--- src/rtl/spi_sram_pkg.sv ---
// Shared command codes, phase lengths and FSM states for the SPI SRAM responder.
// Pure declarations: no latency and no flow control.
package spi_sram_pkg;

  localparam logic [7:0] CMD_WRITE = 8'h02;
  localparam logic [7:0] CMD_READ  = 8'h03;
  localparam logic [7:0] CMD_MASK  = 8'h7f;

  localparam int CMD_BITS        = 8;
  localparam int ADDR_PHASE_BITS = 24;

  localparam logic [4:0] CMD_LAST  = 5'(CMD_BITS - 1);
  localparam logic [4:0] ADDR_LAST = 5'(ADDR_PHASE_BITS - 1);
  localparam logic [4:0] BYTE_LAST = 5'd7;

  typedef enum logic [2:0] {
    IDLE,
    CMD,
    ADDR,
    RFETCH,
    RDATA,
    WDATA,
    IGNORE
  } state_t;

  function automatic logic [7:0] cmd_code(input logic [7:0] b);
    return b & CMD_MASK;
  endfunction

endpackage

--- src/rtl/spi_pin_sync.sv ---
// Pin synchronizer plus edge detector; strobes lag the pin by SYNC_STAGES+1 clk.
// No backpressure. Edges are suppressed until the chain has flushed after reset.
module spi_pin_sync #(
  parameter int   SYNC_STAGES = 2,
  parameter logic RESET_VAL   = 1'b0
) (
  input  logic clk,
  input  logic rst,
  input  logic pin,
  output logic rise,
  output logic fall
);

  logic [SYNC_STAGES-1:0] sync_q;
  logic [SYNC_STAGES:0]   primed_q;
  logic                   prev_q;
  logic                   level;

  assign level = sync_q[SYNC_STAGES-1];

  always_ff @(posedge clk) begin
    if (rst) begin
      sync_q   <= {SYNC_STAGES{RESET_VAL}};
      prev_q   <= RESET_VAL;
      primed_q <= '0;
    end else begin
      sync_q   <= (sync_q << 1) | SYNC_STAGES'(pin);
      prev_q   <= level;
      primed_q <= (primed_q << 1) | (SYNC_STAGES + 1)'(1'b1);
    end
  end

  // The preset value draining out after reset must not look like a real edge.
  assign rise = primed_q[SYNC_STAGES] & level & ~prev_q;
  assign fall = primed_q[SYNC_STAGES] & ~level & prev_q;

endmodule

--- src/rtl/spi_sram_slave.sv ---
// SPI mode-0 serial SRAM responder (0x02 write / 0x03 read, sequential addressing).
// First read bit ready within 3 clk of the last address rise strobe; no backpressure.
module spi_sram_slave
  import spi_sram_pkg::*;
#(
  parameter int ADDR_BITS   = 17,
  parameter int SYNC_STAGES = 2
) (
  input  logic                 clk,
  input  logic                 rst,
  input  logic                 sck,
  input  logic                 cs_n,
  input  logic                 mosi,
  output logic                 miso,
  output logic [ADDR_BITS-1:0] mem_addr,
  output logic                 mem_en,
  output logic                 mem_wr,
  output logic [7:0]           mem_wdata,
  input  logic [7:0]           mem_rdata,
  output logic                 busy,
  output logic                 cmd_err
);

  logic sck_rise, sck_fall, cs_rise, cs_fall;
  logic [SYNC_STAGES-1:0] mosi_q;
  logic mosi_s;

  spi_pin_sync #(.SYNC_STAGES(SYNC_STAGES), .RESET_VAL(1'b0)) u_sck_sync (
    .clk  (clk),
    .rst  (rst),
    .pin  (sck),
    .rise (sck_rise),
    .fall (sck_fall)
  );

  spi_pin_sync #(.SYNC_STAGES(SYNC_STAGES), .RESET_VAL(1'b1)) u_cs_sync (
    .clk  (clk),
    .rst  (rst),
    .pin  (cs_n),
    .rise (cs_rise),
    .fall (cs_fall)
  );

  // Same depth as the sck chain so mosi lines up with the rise strobe.
  always_ff @(posedge clk) begin
    if (rst) mosi_q <= '0;
    else     mosi_q <= (mosi_q << 1) | SYNC_STAGES'(mosi);
  end
  assign mosi_s = mosi_q[SYNC_STAGES-1];

  state_t               state_q, state_d;
  logic [4:0]           cnt_q, cnt_d;
  logic [7:0]           rx_q, rx_d;
  logic [7:0]           tx_q, tx_d;
  logic [7:0]           rbuf_q, rbuf_d;
  logic [ADDR_BITS-1:0] addr_q, addr_d;
  logic                 is_rd_q, is_rd_d;
  logic                 load_pend_q, load_pend_d;
  logic                 rd_dly_q;
  logic                 miso_d, mem_en_d, mem_wr_d, cmd_err_d;
  logic [7:0]           wdata_d;

  always_ff @(posedge clk) begin
    if (rst) begin
      state_q     <= IDLE;
      cnt_q       <= '0;
      rx_q        <= '0;
      tx_q        <= '0;
      rbuf_q      <= '0;
      addr_q      <= '0;
      is_rd_q     <= 1'b0;
      load_pend_q <= 1'b0;
      rd_dly_q    <= 1'b0;
      miso        <= 1'b0;
      mem_en      <= 1'b0;
      mem_wr      <= 1'b0;
      mem_wdata   <= '0;
      cmd_err     <= 1'b0;
    end else begin
      state_q     <= state_d;
      cnt_q       <= cnt_d;
      rx_q        <= rx_d;
      tx_q        <= tx_d;
      rbuf_q      <= rbuf_d;
      addr_q      <= addr_d;
      is_rd_q     <= is_rd_d;
      load_pend_q <= load_pend_d;
      rd_dly_q    <= mem_en & ~mem_wr;
      miso        <= miso_d;
      mem_en      <= mem_en_d;
      mem_wr      <= mem_wr_d;
      mem_wdata   <= wdata_d;
      cmd_err     <= cmd_err_d;
    end
  end

  always_comb begin
    state_d     = state_q;
    cnt_d       = cnt_q;
    rx_d        = rx_q;
    tx_d        = tx_q;
    rbuf_d      = rbuf_q;
    addr_d      = addr_q;
    is_rd_d     = is_rd_q;
    load_pend_d = load_pend_q;
    miso_d      = miso;
    mem_en_d    = 1'b0;
    mem_wr_d    = 1'b0;
    wdata_d     = mem_wdata;
    cmd_err_d   = 1'b0;

    // Post-write increment runs the cycle after the strobe so the strobe sees the old address.
    if (mem_en && mem_wr) addr_d = addr_q + ADDR_BITS'(1);
    if (rd_dly_q && state_q != RFETCH) rbuf_d = mem_rdata;

    if (cs_rise) begin
      state_d     = IDLE;
      miso_d      = 1'b0;
      load_pend_d = 1'b0;
    end else begin
      case (state_q)
        IDLE: begin
          if (cs_fall) begin
            state_d = CMD;
            cnt_d   = '0;
            miso_d  = 1'b0;
          end
        end
        CMD: begin
          if (sck_rise) begin
            rx_d  = {rx_q[6:0], mosi_s};
            cnt_d = cnt_q + 5'd1;
            if (cnt_q == CMD_LAST) begin
              cnt_d = '0;
              case (cmd_code(rx_d))
                CMD_WRITE: begin state_d = ADDR; is_rd_d = 1'b0; end
                CMD_READ:  begin state_d = ADDR; is_rd_d = 1'b1; end
                default:   begin state_d = IGNORE; cmd_err_d = 1'b1; end
              endcase
            end
          end
        end
        ADDR: begin
          if (sck_rise) begin
            addr_d = {addr_q[ADDR_BITS-2:0], mosi_s};
            cnt_d  = cnt_q + 5'd1;
            if (cnt_q == ADDR_LAST) begin
              cnt_d = '0;
              if (is_rd_q) begin
                state_d  = RFETCH;
                mem_en_d = 1'b1;
              end else begin
                state_d = WDATA;
              end
            end
          end
        end
        RFETCH: begin
          if (rd_dly_q) begin
            miso_d      = mem_rdata[7];
            tx_d        = {mem_rdata[6:0], 1'b0};
            load_pend_d = 1'b0;
            state_d     = RDATA;
          end
        end
        RDATA: begin
          if (sck_rise) begin
            cnt_d = cnt_q + 5'd1;
            if (cnt_q == BYTE_LAST) begin
              cnt_d       = '0;
              addr_d      = addr_q + ADDR_BITS'(1);
              mem_en_d    = 1'b1;
              load_pend_d = 1'b1;
            end
          end else if (sck_fall) begin
            // The fall right after the address phase must not disturb the byte RFETCH loaded.
            if (cnt_q != 5'd0) begin
              miso_d = tx_q[7];
              tx_d   = {tx_q[6:0], 1'b0};
            end else if (load_pend_q) begin
              miso_d      = rbuf_q[7];
              tx_d        = {rbuf_q[6:0], 1'b0};
              load_pend_d = 1'b0;
            end
          end
        end
        WDATA: begin
          if (sck_rise) begin
            rx_d  = {rx_q[6:0], mosi_s};
            cnt_d = cnt_q + 5'd1;
            if (cnt_q == BYTE_LAST) begin
              cnt_d    = '0;
              mem_en_d = 1'b1;
              mem_wr_d = 1'b1;
              wdata_d  = rx_d;
            end
          end
        end
        IGNORE: begin
          miso_d = 1'b0;
        end
        default: begin
          state_d = IDLE;
        end
      endcase
    end
  end

  assign mem_addr = addr_q;
  assign busy     = (state_q != IDLE);

endmodule

--- config.mk ---
export PLATFORM = sky130hd
export DESIGN_NAME = spi_sram_slave
export DESIGN_NICKNAME = d
export VERILOG_FILES = /design/src/rtl/spi_sram_pkg.sv /design/src/rtl/spi_pin_sync.sv /design/src/rtl/spi_sram_slave.sv
export SDC_FILE = /design/constraint.sdc
export NUM_CORES = 1
export LEC_CHECK = 0
export BUFFER_PORTS_ARGS = -buffer_cell sky130_fd_sc_hd__buf_2
export CAP_MARGIN = 10
export CORE_MARGIN = 10
export CORE_UTILIZATION = 30
export DETAILED_ROUTE_END_ITERATION = 6
export GPL_TIMING_DRIVEN = 0
export PLACE_DENSITY = 0.57
export SLEW_MARGIN = 0
export SYNTH_ARGS = -nofsm -noshare
export SYNTH_HDL_FRONTEND = slang
export SYNTH_SLANG_ARGS = --single-unit
export TNS_END_PERCENT = 100
--- constraint.sdc ---
create_clock -name clk -period 3 [get_ports clk]
set_input_delay 0.3 -clock clk [delete_from_list [all_inputs] [get_ports clk]]
set_output_delay 0.3 -clock clk [all_outputs]
set_load 0.02 [all_outputs]
==> results by group, run 1 <==
Floorplanning
  – Number of cell rows: 40
  – Initial Util: 30.70%
  – I/O pin cnt: 43
  – Die area: 0.01718 mm2
  – CORE AREA: 0.01206 mm2
  – Die width: 131.1 um
  – Y dimension of the die: 131.1 um

Detailed routing
  – DR vias: 3403
  – Met3 wire length: 549 um
  – Average routed wire per standard cell: 15.27 um
  – DRC violations left: 0
  – Initial DRC count: 240
  – ANT nets after route: 0
  – M1 wire length: 4.776 mm
  – Highest routing layer actually used: met4
  – Detailed-router iteration count before antenna repair: 5
  – Wire length on met2: 4.728 mm
  – Post-Route WL: 10.17 mm
  – Via-per-instance ratio: 5.110

Placement
  – Pre-CTS WS: 0.6143 ns
  – Final weighted congestion in routability-driven placement: 0.8743
  – Detailed placement HPWL: 7.258 mm
  – Placed standard-cell area: 0.004118 mm2
  – Number of buffers added on ports: 41

Logic synthesis
  – Synth Warn #: 0
  – Share of synthesized area occupied by flip-flops and latches: 39.47%
  – Commonest register cell after synthesis: sky130_fd_sc_hd__dfxtp_1
  – Fraction of the mapped netlist area in compound gates: 16.83%
  – Number of synthesized register bits: 73
  – Multiplexer area fraction after synthesis: 9.192%
  – Instance count of the mapped netlist: 442
  – Share of synthesized registers carrying an async set or reset: 0%
  – Area fraction in and, or, nand and nor cells after synthesis: 23.66%
  – Post-synthesis adder-cell area fraction: 1.014%
  – Combinational family with the most area after synthesis: simple AND/OR/NAND/NOR gates
  – Xor and xnor area share after synthesis: 5.204%
  – Net count after synthesis: 458
  – Cell Area, Synth: 0.003702 mm2
  – Count of flip-flops with a built-in enable after synthesis: 0
  – Distinct cell type count of the synthesized netlist: 55
  – Mean post-synth cell area: 8.376 um2

STA
  – Unrepaired setup endpoints after global routing: false
  – Post-route setup TNS: 0 ns
  – Final worst-path cycle share: 81.58%
  – FMAX: 408.6 MHz
  – Largest clock skew in the final design: 0.005420 ns
  – Final-report max-slew violation count: 0
  – Final-report setup violation count: 0
  – Count of endpoints failing hold in the final timing report: 0
  – Crit path setup slack, layout: 0.5527 ns
  – Normalized max-slew margin: 48.37%
  – Post-Route Hold Slack: 0.1612 ns
  – Transition time at the pin with the least slew margin: 0.7744 ns
  – Shortest clock period the worst path allows after layout: 2.447 ns

GRT
  – Number of global-route vias before repair: 3337
  – GRT Total Usage: 12.06%
  – First-pass GRT wire length: 16.55 mm
  – Initial antenna violation count: 0
  – Aggregate global routing overflow: 0
  – Pin count of the biggest net entering global routing: 13

Worst setup path
  – CP bufs+invs: 2
  – Critical Path, Cell by Cell: inv_1, ha_1, nor4b_1, buf_4, nand2b_1, nand2_1, a2111oi_4, mux2i_1, nor2_1
  – Type of destination of the critical path: flop
  – Biggest fanout along the worst timing path: 10
  – Crit path DAT: 2.64 ns
  – Startpoint type of the worst setup path: flop
  – Family with the most delay on the worst path: compound AO/OA/AOI/OAI gates
  – CP Class: flop to flop
  – Origin of the critical flop-to-flop path: cnt_q[0]
  – FF-to-FF End: tx_q[6]
  – Highest cell delay on the worst timing path: 0.78 ns
  – Depth of the most critical reg-to-reg path: 9
  – Startpoint of the most critical setup path: cnt_q[0]
  – Worst R2R Setup Slack: 0.55 ns
  – Worst-path cell with the longest stage delay: sky130_fd_sc_hd__a2111oi_4
  – WP data required: 3.19 ns

Clock tree
  – Hold buffer count at cts: 0
  – Postcts setup bufs: 0
  – H-Tree Depth: 3
  – Clock-pin slew on the worst setup and hold paths: 0.06 ns
  – Number of clock sinks seen by CTS: 73
  – TritonCTS clock tree: yes
  – Post-CTS resize count: 0
  – TritonCTS Buffers: 9
  – Cell chosen for the clock root: sky130_fd_sc_hd__clkbuf_16
  – Latest clock arrival within the worst-skew pair: 0.33 ns
  – Maximum clock insertion buffer count: 2

Finish
  – Diode count: 0
  – Design Area, Final: 0.004461 mm2
  – Net count of the finished layout: 510
  – Area growth from synthesis to layout: 20.48%
  – Filler instances: 1271
  – Fraction of final layout cells sized beyond drive strength 1: 14.86%

Outcome
  – Status: completed

Pwr
  – Total Power: 2.280 mW
  – Cell Pwr Density: 511.1 mW/mm2
  – Leakage dissipation: 1.759 nW
  – Worst VDD drop: 209.3 uV

Worst hold path
  – HP Class: input port to flop
  – Hold depth: 2
  – Min-delay src: cs_n
  – Hold Path Sink: u_cs_sync.sync_q[0]

Flow run
  – Max-cap viol count: 0
[Yosys cell counts, types with 4 or more instances]
cell type                  number  share of area, %
sky130_fd_sc_hd__nor2_1        54               5.5
sky130_fd_sc_hd__or3_1          4              0.68
sky130_fd_sc_hd__nand3_1       25               3.4
sky130_fd_sc_hd__clkbuf_1      24               2.4
sky130_fd_sc_hd__and3_1         4              0.68
sky130_fd_sc_hd__nor2b_1        8               1.4
sky130_fd_sc_hd__o22ai_1       11               1.9
sky130_fd_sc_hd__xnor2_1       13               3.1
sky130_fd_sc_hd__nand4_1        8               1.4
sky130_fd_sc_hd__a22oi_1       10               2.0
sky130_fd_sc_hd__o21ai_0        8               1.1
sky130_fd_sc_hd__o21ai_1        9               1.2
sky130_fd_sc_hd__nor3_1         8               1.1
sky130_fd_sc_hd__nand2_1       34               3.4
sky130_fd_sc_hd__xor2_1         9               2.1
sky130_fd_sc_hd__dfxtp_1       73                39
sky130_fd_sc_hd__inv_1          7              0.71
sky130_fd_sc_hd__a32oi_1        5               1.2
sky130_fd_sc_hd__buf_2          5              0.68
sky130_fd_sc_hd__mux2i_1       34               9.2
sky130_fd_sc_hd__o31ai_1        7               1.4
sky130_fd_sc_hd__a21oi_1       31               4.2
sky130_fd_sc_hd__nand2b_1       4              0.68
[worst max path at each step]
stage | end | slack (ns) | depth (start not counted)
final | tx_q[6] | 0.55 | 9
after global routing | tx_q[1] | 0.37 | 9
after CTS | tx_q[6] | 0.57 | 9
after detailed placement | tx_q[5] | 0.61 | 9
after global placement | tx_q[5] | 0.63 | 9
after floorplan | tx_q[2] | 0.92 | 9
[routing by layer]
layer / vias up / global-route usage (%)
met5: - / 0
met4: 0 / 4.513
met3: 8 / 2.856
met2: 89 / 19.26
met1: 1621 / 15.42
li1: 1685 / -
[logic make-up (layout without fill, tap and decap cells)]
kind of cell | count (synthesis) | in the layout
buf+inv | 40 | 96
simple gates | 174 | 174
xor+xnor | 22 | 22
compound gates | 96 | 96
fa+ha+maj | 3 | 3
flops | 73 | 73
mux | 34 | 34
[worst register-to-register path, stage by stage, from the launching register on]
cell	delay, ns
sky130_fd_sc_hd__dfxtp_1	0.40
sky130_fd_sc_hd__inv_1	0.06
sky130_fd_sc_hd__ha_1	0.18
sky130_fd_sc_hd__nor4b_1	0.13
sky130_fd_sc_hd__buf_4	0.20
sky130_fd_sc_hd__nand2b_1	0.09
sky130_fd_sc_hd__nand2_1	0.10
sky130_fd_sc_hd__a2111oi_4	0.78
sky130_fd_sc_hd__mux2i_1	0.30
sky130_fd_sc_hd__nor2_1	0.07
[metrics by stage]
stage | utilization [%] | std cells
final | 36.98 | 666
after global routing | 36.98 | 666
after CTS | 36.98 | 666
after detailed placement | 34.14 | 651
after global placement | 34.14 | 651
after floorplan | - | 442
[registers in the layout, indices dropped and copies added (netlist names)]
signal and count:
mosi_q 2, rx_q 7, cmd_err 1, miso 1, rbuf_q 8, rd_dly_q 1
u_sck_sync.sync_q 2, u_cs_sync.sync_q 2, mem_wr 1, u_cs_sync.prev_q 1, is_rd_q 1, mem_addr 17
mem_en 1, u_cs_sync.primed_q 3, mem_wdata 8, load_pend_q 1, u_sck_sync.prev_q 1, cnt_q 5
tx_q 7, state_q 3
[final cells by class]
class                           instances  area (um2)  area share (%)
Sequential cell                        73        1461           32.76
Buffer                                 32       141.4           3.170
Multi-Input combinational cell        329        2069           46.40
Clock buffer                           10       239.0           5.358
Inverter                                8       30.03          0.6732
Tap cell                              168       210.2           4.712
Clock inverter                          5       103.9           2.328
Timing Repair Buffer                   41       205.2           4.600
[layout by cell type (no fill, tap or decap), types with 9 or more instances in the layout]
master	Yosys	layout
sky130_fd_sc_hd__dfxtp_1	73	73
sky130_fd_sc_hd__clkbuf_16	0	9
sky130_fd_sc_hd__clkbuf_1	24	24
sky130_fd_sc_hd__xnor2_1	13	13
sky130_fd_sc_hd__nor2_1	54	54
sky130_fd_sc_hd__o21ai_1	9	9
sky130_fd_sc_hd__mux2i_1	34	34
sky130_fd_sc_hd__buf_2	5	46
sky130_fd_sc_hd__nand3_1	25	25
sky130_fd_sc_hd__a22oi_1	10	10
sky130_fd_sc_hd__a21oi_1	31	31
sky130_fd_sc_hd__xor2_1	9	9
sky130_fd_sc_hd__nand2_1	34	34
sky130_fd_sc_hd__o22ai_1	11	11
[where the power goes]
group	switching, mW	total [mW]	leakage [nW]	internal (mW)
clock network	0.401	1.23	0.169	0.830
logic	0.0430	0.0646	1.00	0.0215
registers	0.00682	0.985	0.590	0.978
total	0.451	2.28	1.76	1.83
(Power assumes the default switching activity.)
==> run 2: changes to the inputs <==
- ABC_AREA: unset -> 1
- PLACE_DENSITY: 0.57 -> 0.56
- clock period: 3 -> 2.3 ns (I/O delays scaled with it)
==> run 2 against run 1 <==
Cell count increased by 26%; sequential power rose by 40%; clock skew grew 0.0019 ns; sequential share of layout area shrank 1.7 points; global-route usage rose by 0.74 points; critical endpoint is now mem_addr[12]; largest cell class unchanged; largest power group unchanged; highest routed layer unchanged.
==> results by group, run 2 <==
Outcome
  – Status: completed (unchanged)

Logic synthesis
  – Number of synthesized register bits: 73 (unchanged)
  – Synth Warn #: 0 (unchanged)
  – Top-area cell type share of the netlist area: 37.40% (was 39.47%)
  – Synth top area cells: sky130_fd_sc_hd__dfxtp_1 (37%), sky130_fd_sc_hd__nand2_1 (15%), sky130_fd_sc_hd__o21ai_0 (8.7%) (was sky130_fd_sc_hd__dfxtp_1 (39%), sky130_fd_sc_hd__mux2i_1 (9.2%), sky130_fd_sc_hd__nor2_1 (5.5%))
  – Instance count of the mapped netlist: 610 (was 442)
  – Net count after synthesis: 626 (was 458)
  – Share of synthesized area occupied by flip-flops and latches: 37.40% (was 39.47%)
  – Mean post-synth cell area: 6.406 um2 (was 8.376 um2)
  – Cell Area, Synth: 0.003907 mm2 (was 0.003702 mm2)
  – Count of flip-flops with a built-in enable after synthesis: 0 (unchanged)
  – Distinct cell type count of the synthesized netlist: 32 (was 55)
  – Share of synthesized registers carrying an async set or reset: 0% (unchanged)
  – Cell accounting for the most synthesized area: sky130_fd_sc_hd__dfxtp_1 (unchanged)
  – Commonest register cell after synthesis: sky130_fd_sc_hd__dfxtp_1 (unchanged)
  – Most common cell in the netlist: sky130_fd_sc_hd__nand2_1 (was sky130_fd_sc_hd__dfxtp_1)
  – Post-synth top cells: sky130_fd_sc_hd__nand2_1 (154), sky130_fd_sc_hd__inv_1 (79), sky130_fd_sc_hd__dfxtp_1 (73) (was sky130_fd_sc_hd__dfxtp_1 (73), sky130_fd_sc_hd__nor2_1 (54), sky130_fd_sc_hd__mux2i_1 (34), sky130_fd_sc_hd__nand2_1 (34), sky130_fd_sc_hd__a21oi_1 (31))

STA
  – Crit path setup slack, layout: 0.3530 ns (was 0.5527 ns)
  – Normalized max-slew margin: 60.89% (was 48.37%)
  – Post-route setup TNS: 0 ns (unchanged)
  – Transition time at the pin with the least slew margin: 0.5867 ns (was 0.7744 ns)
  – FMAX: 513.6 MHz (was 408.6 MHz)
  – Final-report setup violation count: 0 (unchanged)
  – Final worst-path cycle share: 84.65% (was 81.58%)
  – Count of endpoints failing hold in the final timing report: 0 (unchanged)
  – Shortest clock period the worst path allows after layout: 1.947 ns (was 2.447 ns)
  – Final-report max-slew violation count: 0 (unchanged)
  – Largest clock skew in the final design: 0.007286 ns (was 0.005420 ns)
  – Unrepaired setup endpoints after global routing: false (unchanged)

Worst hold path
  – Hold Path Sink: u_cs_sync.sync_q[0] (unchanged)
  – Hold depth: 2 (unchanged)
  – HP Class: input port to flop (unchanged)
  – Min-delay src: cs_n (unchanged)

Pwr
  – Leakage dissipation: 2.067 nW (was 1.759 nW)
  – Sw Ratio: 29.13% (was 19.77%)
  – Sequential share of power: 35.1% (was 43.2%)
  – Sw Pwr: 1.144 mW (was 450.7 uW)
  – Cell Pwr Density: 834.4 mW/mm2 (was 511.1 mW/mm2)
  – Proportion of power drawn by combinational gates: 19.7% (was 2.8%)
  – Internal Dissipation: 2.783 mW (was 1.829 mW)
  – Worst VDD drop: 595.2 uV (was 209.3 uV)
  – Power share of the clock group: 45.2% (was 54.0%)

Flow run
  – Max-cap viol count: 0 (unchanged)

Clock tree
  – Clock-pin slew on the worst setup and hold paths: 0.06 ns (about the same)
  – H-Tree Depth: 3 (unchanged)
  – Post-CTS resize count: 0 (unchanged)
  – TritonCTS Buffers: 9 (unchanged)
  – Postcts setup bufs: 0 (unchanged)
  – Maximum clock insertion buffer count: 2 (unchanged)
  – Cell chosen for the clock root: sky130_fd_sc_hd__clkbuf_16 (unchanged)
  – TritonCTS clock tree: yes (unchanged)
  – Hold buffer count at cts: 0 (unchanged)
  – Latest clock arrival within the worst-skew pair: 0.34 ns (was 0.33 ns)
  – Number of clock sinks seen by CTS: 73 (unchanged)

Finish
  – Net count of the finished layout: 678 (was 510)
  – Fraction of final layout cells sized beyond drive strength 1: 12.14% (was 14.86%)
  – Area growth from synthesis to layout: 20.43% (was 20.48%)
  – Design Area, Final: 0.004706 mm2 (was 0.004461 mm2)
  – Core Util, Final: 37.14% (was 36.98%)
  – Diode count: 0 (unchanged)
  – Highest-count cells in the layout ignoring fill and taps: sky130_fd_sc_hd__nand2_1 (154), sky130_fd_sc_hd__inv_1 (79), sky130_fd_sc_hd__dfxtp_1 (73) (was sky130_fd_sc_hd__dfxtp_1 (73), sky130_fd_sc_hd__nor2_1 (54), sky130_fd_sc_hd__buf_2 (46))
  – Most common cell after layout, fill and taps aside: sky130_fd_sc_hd__nand2_1 (was sky130_fd_sc_hd__dfxtp_1)
  – Count of placed standard cells in the final layout, fillers left out: 839 (was 666)
  – Max FFs per register: 17 (unchanged)

Worst setup path
  – Biggest fanout along the worst timing path: 6 (was 10)
  – FF-to-FF End: mem_addr[12] (was tx_q[6])
  – Worst R2R Setup Slack: 0.35 ns (was 0.55 ns)
  – Worst-path cell with the longest stage delay: sky130_fd_sc_hd__dfxtp_1 (was sky130_fd_sc_hd__a2111oi_4)
  – WP data required: 2.54 ns (was 3.19 ns)
  – Most numerous cell on the critical path: sky130_fd_sc_hd__nand2_1
  – Origin of the critical flop-to-flop path: mem_addr[0] (was cnt_q[0])
  – Critical Path, Cell by Cell: ha_1, nand2_1, nor2_1, nand2_1, o21ai_0, nand2_1, a21boi_0, nand2_1, nand2_1, nand2_1 (was inv_1, ha_1, nor4b_1, buf_4, nand2b_1, nand2_1, a2111oi_4, mux2i_1, nor2_1)
  – CP bufs+invs: 0 (was 2)
  – Depth of the most critical reg-to-reg path: 10 (was 9)
  – Type of destination of the critical path: flop (unchanged)
  – Crit path DAT: 2.19 ns (was 2.64 ns)
  – CP Class: flop to flop (unchanged)
  – Highest cell delay on the worst timing path: 0.46 ns (was 0.78 ns)
  – Startpoint type of the worst setup path: flop (unchanged)
  – Family with the most delay on the worst path: simple AND/OR/NAND/NOR gates (was compound AO/OA/AOI/OAI gates)

Detailed routing
  – Average routed wire per standard cell: 13.11 um (was 15.27 um)
  – Via-per-instance ratio: 4.763 (was 5.110)
  – Met3 wire length: 619 um (was 549 um)
  – DR vias: 3996 (was 3403)
  – Wire length on met2: 4.976 mm (was 4.728 mm)
  – Post-Route WL: 11.00 mm (was 10.17 mm)
  – Detailed-router iteration count before antenna repair: 6 (was 5)
  – Initial DRC count: 303 (was 240)
  – DRC violations left: 0 (unchanged)
  – ANT nets after route: 0 (unchanged)
  – M1 wire length: 5.162 mm (was 4.776 mm)
  – Highest routing layer actually used: met4 (unchanged)

Placement
  – Number of placed instances, taps included: 823 (was 651)
  – Number of buffers added on ports: 41 (unchanged)
  – Final weighted congestion in routability-driven placement: 0.8314 (was 0.8743)
  – Placed standard-cell area: 0.004328 mm2 (was 0.004118 mm2)
  – Pre-CTS WS: 0.3881 ns (was 0.6143 ns)
  – Detailed placement HPWL: 8.089 mm (was 7.258 mm)

Floorplanning
  – Initial Util: 30.84% (was 30.70%)
  – I/O pin cnt: 43 (unchanged)
  – CORE AREA: 0.01267 mm2 (was 0.01206 mm2)
  – Die width: 134.1 um (was 131.1 um)
  – Number of cell rows: 41 (was 40)
  – Die area: 0.01799 mm2 (was 0.01718 mm2)
  – Y dimension of the die: 134.1 um (was 131.1 um)

GRT
  – Number of global-route vias before repair: 3903 (was 3337)
  – Initial antenna violation count: 0 (unchanged)
  – First-pass GRT wire length: 18.78 mm (was 16.55 mm)
  – GRT Total Usage: 12.80% (was 12.06%)
  – Aggregate global routing overflow: 0 (unchanged)
  – Pin count of the biggest net entering global routing: 13 (unchanged)
run 2: cell count changes after synthesis, sizes merged, moves of 18 or more:
cell   before  now
nand3      25   55
mux2i      34    0
o21ai      17   74
nor2       56   74
inv         8   82
nand2      34  156
run 2: metrics by stage:
stage | total power, mW | hold slack, ns
final | 3.927 | 0.07350
after global routing | 4.144 | 0.06554
after CTS | 3.961 | 0.06402
after detailed placement | 2.172 | 0.3923
after global placement | 2.161 | 0.3905
after floorplan | 1.964 | 0.3338
run 2: layout make-up:
class | instances | area (um2)
Sequential cell | 73 | 1461
Inverter | 82 | 307.8
Clock inverter | 5 | 125.1
Multi-Input combinational cell | 438 | 2068
Timing Repair Buffer | 41 | 205.2
Fill cell | 1403 | 7965
Tap cell | 172 | 215.2
Buffer | 17 | 70.07
Clock buffer | 11 | 252.7
run 2: cell families after synthesis:
| kind of cell | Yosys count | share of synthesized area, % |
|---|---|---|
| fa+ha+maj | 3 | 0.9607 |
| xor+xnor | 8 | 1.793 |
| compound gates | 129 | 17.68 |
| buf+inv | 99 | 9.670 |
| flops | 73 | 37.40 |
| simple gates | 298 | 32.50 |
run 2: routing by layer:
metal | vias to the layer above | global-route usage [%]
met4 | 0 | 5.441
met3 | 19 | 4.070
li1 | 2066 | -
met5 | - | 0
met2 | 89 | 20.37
met1 | 1822 | 15.55
run 2: how the worst max path moves through the flow:
stage	start	end	cells after the start
after floorplan	mem_addr[0]	mem_addr[12]	10
after global placement	rst	cmd_err	5
after detailed placement	cnt_q[1]	mem_wdata[2]	8
after CTS	cnt_q[1]	mem_wdata[2]	8
after global routing	cnt_q[1]	mem_addr[13]	11
final	mem_addr[0]	mem_addr[12]	10
run 2: power groups by stage:
stage / Clock (mW) / Sequential (mW) / Combinational [mW]
after CTS: 1.81 / 1.38 / 0.774
after global placement: 0 / 1.40 / 0.760
final: 1.78 / 1.38 / 0.773
after floorplan: 0 / 1.40 / 0.567
after detailed placement: 0 / 1.40 / 0.769
after global routing: 1.87 / 1.38 / 0.893
==> run 3: changes to the inputs <==
- clock period: 2.3 -> 2 ns (I/O delays scaled with it)
==> run 3 against run 2 <==
Global-route usage unchanged; worst setup slack worse by 0.17 ns; power up 16%; non-clock buffer count up 3; register-to-register slack worse by 0.17 ns; critical path depth unchanged; cell count up 0.36%; via count up 0.85%; critical path type unchanged; sequential share of layout area down 0.23 points; flip-flop and latch count unchanged.
==> results by group, run 3 (synthesis results as in run 2) <==
Worst setup path
  – Startpoint type of the worst setup path: flop (unchanged)
  – Crit path DAT: 2.04 ns (was 2.19 ns)
  – WP data required: 2.22 ns (was 2.54 ns)
  – Most numerous cell on the critical path: sky130_fd_sc_hd__nand2_1 (unchanged)
  – FF-to-FF End: mem_addr[8] (was mem_addr[12])
  – Family with the most delay on the worst path: simple AND/OR/NAND/NOR gates (unchanged)
  – Logic depth of the worst setup path including buffers: 10 (unchanged)
  – Worst-path cell with the longest stage delay: sky130_fd_sc_hd__dfxtp_1 (unchanged)
  – Startpoint of the most critical setup path: cnt_q[1] (was mem_addr[0])
  – CP Class: flop to flop (unchanged)
  – Biggest fanout along the worst timing path: 5 (was 6)
  – Origin of the critical flop-to-flop path: cnt_q[1] (was mem_addr[0])
  – Depth of the most critical reg-to-reg path: 10 (unchanged)
  – Capture point of the worst path: mem_addr[8] (was mem_addr[12])
  – Critical Path, Cell by Cell: ha_1, nand2_1, inv_1, nand3_1, nor2_4, o21ai_4, inv_2, nand2_1, nand2_1, o22ai_1 (was ha_1, nand2_1, nor2_1, nand2_1, o21ai_0, nand2_1, a21boi_0, nand2_1, nand2_1, nand2_1)
  – Type of destination of the critical path: flop (unchanged)
  – CP bufs+invs: 2 (was 0)
  – Worst R2R Setup Slack: 0.18 ns (was 0.35 ns)
  – Highest cell delay on the worst timing path: 0.38 ns (was 0.46 ns)

Worst hold path
  – HP Class: input port to flop (unchanged)

Detailed routing
  – ANT nets after route: 0 (unchanged)
  – Via-per-instance ratio: 4.786 (was 4.763)
  – Average routed wire per standard cell: 13.16 um (was 13.11 um)
  – DR vias: 4030 (was 3996)
  – Post-Route WL: 11.08 mm (was 11.00 mm)
  – Detailed-router iteration count before antenna repair: 6 (unchanged)
  – DRC violations left: 0 (unchanged)
  – Initial DRC count: 339 (was 303)

Clock tree
  – TritonCTS clock tree: yes (unchanged)
  – Cell chosen for the clock root: sky130_fd_sc_hd__clkbuf_16 (unchanged)
  – Number of clock sinks seen by CTS: 73 (unchanged)
  – Maximum clock insertion buffer count: 2 (unchanged)
  – Clock-pin slew on the worst setup and hold paths: 0.06 ns (about the same)
  – Latest clock arrival within the worst-skew pair: 0.35 ns (was 0.34 ns)
  – H-Tree Depth: 3 (unchanged)
  – Hold buffer count at cts: 0 (unchanged)
  – TritonCTS Buffers: 9 (unchanged)

STA
  – Post-route setup TNS: 0 ns (unchanged)
  – FMAX: 549.2 MHz (was 513.6 MHz)
  – Largest clock skew in the final design: 0.006350 ns (was 0.007286 ns)
  – Unrepaired setup endpoints after global routing: false (unchanged)
  – Transition time at the pin with the least slew margin: 0.5934 ns (was 0.5867 ns)
  – Normalized max-slew margin: 60.44% (was 60.89%)
  – Count of endpoints failing hold in the final timing report: 0 (unchanged)
  – Final-report setup violation count: 0 (unchanged)
  – Final worst-path cycle share: 91.04% (was 84.65%)
  – Post-Route Hold Slack: 0.04158 ns (was 0.07350 ns)
  – Shortest clock period the worst path allows after layout: 1.821 ns (was 1.947 ns)
  – Crit path setup slack, layout: 0.1792 ns (was 0.3530 ns)
  – Final-report max-slew violation count: 0 (unchanged)

Pwr
  – Sequential share of power: 34.8% (was 35.1%)
  – Power share of the clock group: 44.8% (was 45.2%)
  – Sw Ratio: 29.21% (was 29.13%)
  – Proportion of power drawn by combinational gates: 20.4% (was 19.7%)
  – Worst VDD drop: 685.2 uV (was 595.2 uV)
  – Leakage dissipation: 2.085 nW (was 2.067 nW)
  – Internal Dissipation: 3.224 mW (was 2.783 mW)
  – Sw Pwr: 1.330 mW (was 1.144 mW)
  – Cell Pwr Density: 959.8 mW/mm2 (was 834.4 mW/mm2)

Floorplanning
  – Y dimension of the die: 134.1 um (unchanged)
  – CORE AREA: 0.01267 mm2 (unchanged)
  – Initial Util: 30.84% (unchanged)
  – Die width: 134.1 um (unchanged)
  – Number of cell rows: 41 (unchanged)
  – I/O pin cnt: 43 (unchanged)
  – Die area: 0.01799 mm2 (unchanged)

Finish
  – Net count of the finished layout: 681 (was 678)
  – Max FFs per register: 17 (unchanged)
  – Area growth from synthesis to layout: 21.42% (was 20.43%)
  – Fraction of final layout cells sized beyond drive strength 1: 12.84% (was 12.14%)
  – Diode count: 0 (unchanged)
  – Most common cell after layout, fill and taps aside: sky130_fd_sc_hd__nand2_1 (unchanged)
  – Highest-count cells in the layout ignoring fill and taps: sky130_fd_sc_hd__nand2_1 (153), sky130_fd_sc_hd__inv_1 (79), sky130_fd_sc_hd__dfxtp_1 (72) (was sky130_fd_sc_hd__nand2_1 (154), sky130_fd_sc_hd__inv_1 (79), sky130_fd_sc_hd__dfxtp_1 (73))

GRT
  – Initial antenna violation count: 0 (unchanged)
  – First-pass GRT wire length: 18.78 mm (unchanged)
  – Aggregate global routing overflow: 0 (unchanged)
  – GRT Total Usage: 12.80% (unchanged)
  – Pin count of the biggest net entering global routing: 13 (unchanged)
  – Number of global-route vias before repair: 3903 (unchanged)

Placement
  – Detailed placement HPWL: 8.089 mm (unchanged)
  – Final weighted congestion in routability-driven placement: 0.8314 (unchanged)
  – Number of buffers added on ports: 41 (unchanged)
  – Pre-CTS WS: 0.08812 ns (was 0.3881 ns)

Outcome
  – Status: completed (unchanged)

Flow run
  – Max-cap viol count: 0 (unchanged)
==> run 3: cell types whose count changed in the layout (fill, tap and decap cells not counted), moves of 2 or more <==
cell,change
sky130_fd_sc_hd__o21ai_1,+3
sky130_fd_sc_hd__buf_1,+2
sky130_fd_sc_hd__o21ai_0,-3
sky130_fd_sc_hd__clkbuf_1,-2
sky130_fd_sc_hd__buf_4,+3
==> run 3: worst min-delay path by stage <==
| stage | start | slack [ns] | to | depth (start not counted) |
|---|---|---|---|---|
| finish | cs_n | 0.04 | u_cs_sync.sync_q[0] | 2 |
| global route | cs_n | 0.04 | u_cs_sync.sync_q[0] | 2 |
| CTS | cs_n | 0.03 | u_cs_sync.sync_q[0] | 2 |
| detailed placement | u_cs_sync.sync_q[0] | 0.39 | u_cs_sync.sync_q[1] | 1 |
| global placement | cs_n | 0.38 | u_cs_sync.sync_q[0] | 2 |
| floorplan | cs_n | 0.30 | u_cs_sync.sync_q[0] | 1 |
==> run 3: per-layer routing <==
layer,part of all wire (%),track usage (%),up-vias
met2,45,20.37,98
met4,2.5,5.441,0
met5,0,0,-
met3,5.6,4.070,22
li1,-,-,2077
met1,46,15.55,1833
==> run 3: power by group through the flow <==
stage | Clock [mW] | Sequential (mW) | Combinational (mW)
floorplan | 0 | 1.61 | 0.652
global placement | 0 | 1.61 | 0.874
detailed placement | 0 | 1.61 | 0.884
CTS | 2.08 | 1.58 | 0.890
global route | 2.15 | 1.59 | 1.06
finish | 2.04 | 1.58 | 0.929
==> run 3: through the flow <==
step                std cells  cell area (um2)  total power, mW  utilization [%]
finish                    842             4745            4.554            37.44
global route              842             4745            4.801            37.44
CTS                       839             4706            4.555            37.14
detailed placement        823             4328            2.498            34.16
global placement          823             4328            2.486            34.16
floorplan                 610             3908            2.258                -
==> run 3: layout make-up <==
type	instances	area, um2
buffer	17	70.07
clock buffer	11	252.7
clock inverter	5	125.1
fill	1401	7926
inverter	82	307.8
multi-input combinational	438	2083
sequential	73	1463
tap	172	215.2
timing repair buffer	44	227.7
==> run 3: what timing repair did <==
action / CTS / global route
endpoints found under the setup margin: 0 / 26
resized for setup: 0 / 9
buffers inserted: 0 / 3
